**src/rtl/cross_bar_resp_router.sv**
```systemverilog
// cross_bar_resp_router
//
// Read-response return path for one slave port of the crossbar. The order
// FIFO holds, in grant order, the master number of every outstanding read on
// this slave. Each slave response pops the FIFO head and is steered back to
// that master one cycle later. If the head waits TIMEOUT cycles without a
// response, the read is retired with an error response. The slave's eventual
// late answer to such a read is counted and silently discarded.
//
// Ports
//   clk          clock
//   aresetn      synchronous active-low reset
//   fifo_rd      pop the order FIFO head (combinational)
//   fifo_rdata   master number at the FIFO head
//   fifo_empty   order FIFO empty
//   s_resp       slave read-response valid (single-cycle pulse)
//   s_rdata      slave read data, valid with s_resp
//   m_resp       one-hot response strobe to the masters (registered)
//   m_rdata      response data shared by all masters (registered)
//   m_err        qualifies m_resp as a timeout error response (registered)
//   orphan_err   sticky: a response arrived with no outstanding read
//   late_pending late-response counter is nonzero
module cross_bar_resp_router #(
  parameter int MASTER_N = 4,
  parameter int MASTER_W = 2,
  parameter int DATA_W   = 32,
  parameter int TIMEOUT  = 64,
  parameter int LATE_W   = 4
) (
  input  logic                clk,
  input  logic                aresetn,
  output logic                fifo_rd,
  input  logic [MASTER_W-1:0] fifo_rdata,
  input  logic                fifo_empty,
  input  logic                s_resp,
  input  logic [DATA_W-1:0]   s_rdata,
  output logic [MASTER_N-1:0] m_resp,
  output logic [DATA_W-1:0]   m_rdata,
  output logic                m_err,
  output logic                orphan_err,
  output logic                late_pending
);

  localparam int TIMER_W = $clog2(TIMEOUT);
  localparam logic [TIMER_W-1:0] TIMER_LAST = TIMER_W'(TIMEOUT - 1);
  localparam logic [LATE_W-1:0]  LATE_MAX   = '1;

  logic [TIMER_W-1:0]  timer_reg, timer_next;
  logic [LATE_W-1:0]   late_cnt_reg, late_cnt_next;
  logic [MASTER_N-1:0] m_resp_reg;
  logic [DATA_W-1:0]   m_rdata_reg;
  logic                m_err_reg;
  logic                orphan_reg;

  logic                head_valid;
  logic                late_zero;
  logic                do_discard;
  logic                do_normal;
  logic                do_orphan;
  logic                do_timeout;
  logic                pop;
  logic [MASTER_N-1:0] head_onehot;

  assign head_valid = !fifo_empty;
  assign late_zero  = (late_cnt_reg == '0);

  // Mutually exclusive per-cycle actions. A response coinciding with timer
  // expiry wins over the timeout, so no error is issued in that race.
  assign do_discard = s_resp && !late_zero;
  assign do_normal  = s_resp &&  late_zero &&  head_valid;
  assign do_orphan  = s_resp &&  late_zero && !head_valid;
  assign do_timeout = !s_resp && head_valid && (timer_reg == TIMER_LAST);
  assign pop        = do_normal || do_timeout;

  // Gated by reset so the FIFO is never popped while this block is held.
  assign fifo_rd = aresetn && pop;

  genvar gi;
  generate
    for (gi = 0; gi < MASTER_N; gi++) begin : g_onehot
      assign head_onehot[gi] = (fifo_rdata == MASTER_W'(gi));
    end
  endgenerate

  always_comb begin
    timer_next    = timer_reg;
    late_cnt_next = late_cnt_reg;
    if (do_discard) begin
      late_cnt_next = late_cnt_reg - 1'b1;
      timer_next    = '0;
    end else if (do_normal || do_orphan) begin
      timer_next    = '0;
    end else if (do_timeout) begin
      if (late_cnt_reg != LATE_MAX) begin
        late_cnt_next = late_cnt_reg + 1'b1;
      end
      timer_next    = '0;
    end else if (head_valid) begin
      timer_next    = timer_reg + 1'b1;
    end else begin
      timer_next    = '0;
    end
  end

  always_ff @(posedge clk) begin
    if (!aresetn) begin
      timer_reg    <= '0;
      late_cnt_reg <= '0;
      m_resp_reg   <= '0;
      m_rdata_reg  <= '0;
      m_err_reg    <= 1'b0;
      orphan_reg   <= 1'b0;
    end else begin
      timer_reg    <= timer_next;
      late_cnt_reg <= late_cnt_next;
      m_resp_reg   <= pop ? head_onehot : '0;
      m_err_reg    <= do_timeout;
      if (do_normal) begin
        m_rdata_reg <= s_rdata;
      end else if (do_timeout) begin
        m_rdata_reg <= '0;
      end
      if (do_orphan) begin
        orphan_reg <= 1'b1;
      end
    end
  end

  assign m_resp       = m_resp_reg;
  assign m_rdata      = m_rdata_reg;
  assign m_err        = m_err_reg;
  assign orphan_err   = orphan_reg;
  assign late_pending = !late_zero;

endmodule

```
**config.mk**
```make
export PLATFORM = sky130hd
export DESIGN_NAME = cross_bar_resp_router
export DESIGN_NICKNAME = d
export VERILOG_FILES = /design/src/rtl/cross_bar_resp_router.sv
export SDC_FILE = /design/constraint.sdc
export NUM_CORES = 1
export LEC_CHECK = 0
export ABC_AREA = 1
export ABC_CLOCK_PERIOD_IN_PS = 4180
export CORE_MARGIN = 2
export CORE_UTILIZATION = 46
export DETAILED_ROUTE_END_ITERATION = 12
export PLACE_DENSITY = 0.84
export SETUP_SLACK_MARGIN = 0.4
export SKIP_CTS_REPAIR_TIMING = 1
export SLEW_MARGIN = 20
export SYNTH_ARGS = -nofsm -noshare
export SYNTH_HDL_FRONTEND = slang
export SYNTH_SLANG_ARGS = --single-unit
```
**constraint.sdc**
```tcl
create_clock -name clk -period 4.18 [get_ports clk]
set_input_delay 1.254 -clock clk [delete_from_list [all_inputs] [get_ports clk]]
set_output_delay 1.254 -clock clk [all_outputs]
set_load 0.005 [all_outputs]
```
==> results_dict.tcl <==
set metrics [dict create \
    yosysUniqueCellTypes 22 \
    row_count 23 \
    initial_core_util 0.4829 \
    grt-ovfl-total 0 \
    clk_pin_slew_ps 90 \
    fmax_ghz 0.2729 \
    drt_wl_total_um 4823 \
    r2r_slack_ps 2420 \
    cp-startpoint "aresetn" \
    grt_most_used_layer "met2" \
    utilization 0.7149 \
    endpoint_kind "primary output" \
    grt.total_usage 0.2117 \
    tritoncts "yes" \
    synthArstFlopShare 0 \
    dieArea_sq_um 4766 \
    synth_most_common_cell "nand2_1" \
    num_io_pins 78 \
    die_w_um 69.04 \
    hold_viol_final 0 \
    wire_per_inst_um 12.56 \
    grt_pass1_wl_um 8328 \
    die_y_um 69.04 \
    cts_root_buf "clkbuf_8" \
    finalWeightedCongestion 0.8552 \
    grt_max_degree 37 \
    final_antenna_net_count 0 \
    cp.arrival_ps 2410 \
    cts_buffers 5 \
    worstPathMaxFanout 2 \
    synthTopCellsByArea "dfxtp_1 49%, nand2_1 12%, nand3_1 9.5%" \
    drive_above_1_share 0.08383 \
    syn_nets 295 \
    slew_viol_final 0 \
    instances_no_fill 384 \
    synth_ff_type "dfxtp_1" \
    slew_headroom 0.6104 \
    ys_seq_area_frac 0.4939 \
    finalSetupViolCount 0 \
    r2r_end "late_cnt_reg[2]$_SDFFE_PN0P_" \
    crit_required_ps 2930 \
    drv_cap 0 \
    cp-start-kind "input pin" \
    endpoint "fifo_rd" \
    synth_top_area_frac 0.4939 \
    viasPerCell 5.112 \
    synth_area_sq_um 1946 \
    post-route-period-util 0.8767 \
    num_vias 1963 \
    r2r-start "timer_reg[0]$_SDFF_PP0_" \
    drc 0 \
    irDropWorstVdd_mv 0.3567 \
    htreeDepth 2 \
    syn_to_final_growth_pct 48.04 \
    tightest_slew_ps 583.5 \
    grt_use_met1 0.2376 \
    drt_pass1_iterations 4 \
    clock_latency_ps 300 \
    min_path_type "register to register" \
    grt_pass1_vias 1907 \
    synth-seq-cells 48 \
    finalWorstSetupSlack_ps 515.3 \
    outcome "complete, no violations" \
    rsz0062_at_grt "no" \
    worstRegToRegCells 9 \
    yosysTopAreaCell "dfxtp_1" \
    post-route-min-period_ps 3665 \
    yosysWarnings 0 \
    synth_common_cells "62 x nand2_1, 48 x dfxtp_1, 37 x nand3_1, 33 x a21oi_1, 22 x nor2_1" \
    drt_iter0_markers 105 \
    num_antenna_cells 0 \
    p_leak_nw 1.154 \
    clock_sinks 48 \
    antenna_found_initial 0 \
    fin_nets 373 \
    place_inst 375 \
    dp_worst_setup_slack_ps 162.6 \
    synth_cells 255 \
    clockBufferDepth 2 \
    io_buffers 77 \
    grt_use_met2 0.3675 \
    avgSynthCellArea_sq_um 7.630 \
    synth_edf_count 0 \
    finalSetupTns_ps 0 \
    crit_type "input pin to primary output" \
    detailed_place_hpwl_um 3336 \
    fin_skew_ps 7.913 \
    grtUsageMet3 0.07018 \
    coreArea_sq_um 4029 \
    pwr_density_cell_nw_per_um2 530.6 \
    largest_reg_flops 32 \
]
-- stage by stage --
step | hold slack, ps | cell area (sq um) | power, mW
floorplan | 417.9 | 1946 | 0.9447
global placement | 431.2 | 2753 | 1.179
detailed placement | 447.7 | 2753 | 1.191
CTS | 468.7 | 2868 | 1.534
global route | 479.1 | 2880 | 1.648
finish | 465.9 | 2880 | 1.528
-- layout by cell type (no fill, tap or decap) --
cell type         n
a21oi_1          33
a21oi_2           1
a31o_2            1
buf_4             7
bufinv_16         1
clkbuf_8          5
clkdlybuf4s50_1  75
clkinvlp_4        1
dfxtp_1          48
dlymetal6s2s_1    2
ha_1              2
inv_1            14
inv_2             3
inv_6             1
nand2_1          62
nand2_2           3
nand3_1          37
nand3_2           1
nand4_2           1
nor2_1           22
nor2_2            1
nor2_4            2
nor3_1            4
nor3b_1           2
o21ai_0           2
xor2_1            3
-- critical path: stages --
cell             delay (ps)
clkdlybuf4s50_1         510
nand2_1                 100
inv_1                    60
clkdlybuf4s50_1         480
-- routing by layer --
layer | routed length, um | part of all wire | vias up
met4 | 77 | 0.016 | 0
met2 | 2376 | 0.49 | 79
met1 | 2016 | 0.42 | 887
met5 | 0 | 0 | -
li1 | - | - | 988
met3 | 352 | 0.073 | 9
-- worst min path at each step --
stage,from,endpoint,cells past startpoint
global route,timer_reg[0]$_SDFF_PP0_,timer_reg[0]$_SDFF_PP0_,1
finish,timer_reg[0]$_SDFF_PP0_,timer_reg[0]$_SDFF_PP0_,1
floorplan,timer_reg[0]$_SDFF_PP0_,timer_reg[0]$_SDFF_PP0_,1
CTS,timer_reg[0]$_SDFF_PP0_,timer_reg[0]$_SDFF_PP0_,1
detailed placement,timer_reg[0]$_SDFF_PP0_,timer_reg[0]$_SDFF_PP0_,1
global placement,timer_reg[0]$_SDFF_PP0_,timer_reg[0]$_SDFF_PP0_,1
-- logic make-up after synthesis --
| logic type | count (synthesis) | synth area share |
|---|---|---|
| AO/OA/AOI/OAI | 37 | 0.09904 |
| XOR/XNOR | 3 | 0.01351 |
| adder cells (fa/ha/maj) | 2 | 0.01286 |
| buffers and inverters | 30 | 0.06945 |
| flip-flops | 48 | 0.4939 |
| AND/OR/NAND/NOR | 135 | 0.3113 |
-- final cells by class --
type	instances	area, sq um
fill	323	1149
sequential	48	960.9
multi-input combinational	177	849.6
timing repair buffer	84	828.3
clock buffer	5	68.82
inverter	17	63.81
tap	50	62.56
clock inverter	3	46.29
-- power by group --
group,internal (mW),switching (mW),total (mW),leakage [nW]
clock network,0.180,0.161,0.341,0.0548
registers,0.534,0.0508,0.584,0.391
logic,0.287,0.315,0.603,0.708
total,1.00,0.527,1.53,1.15
(Power assumes the default switching activity.)
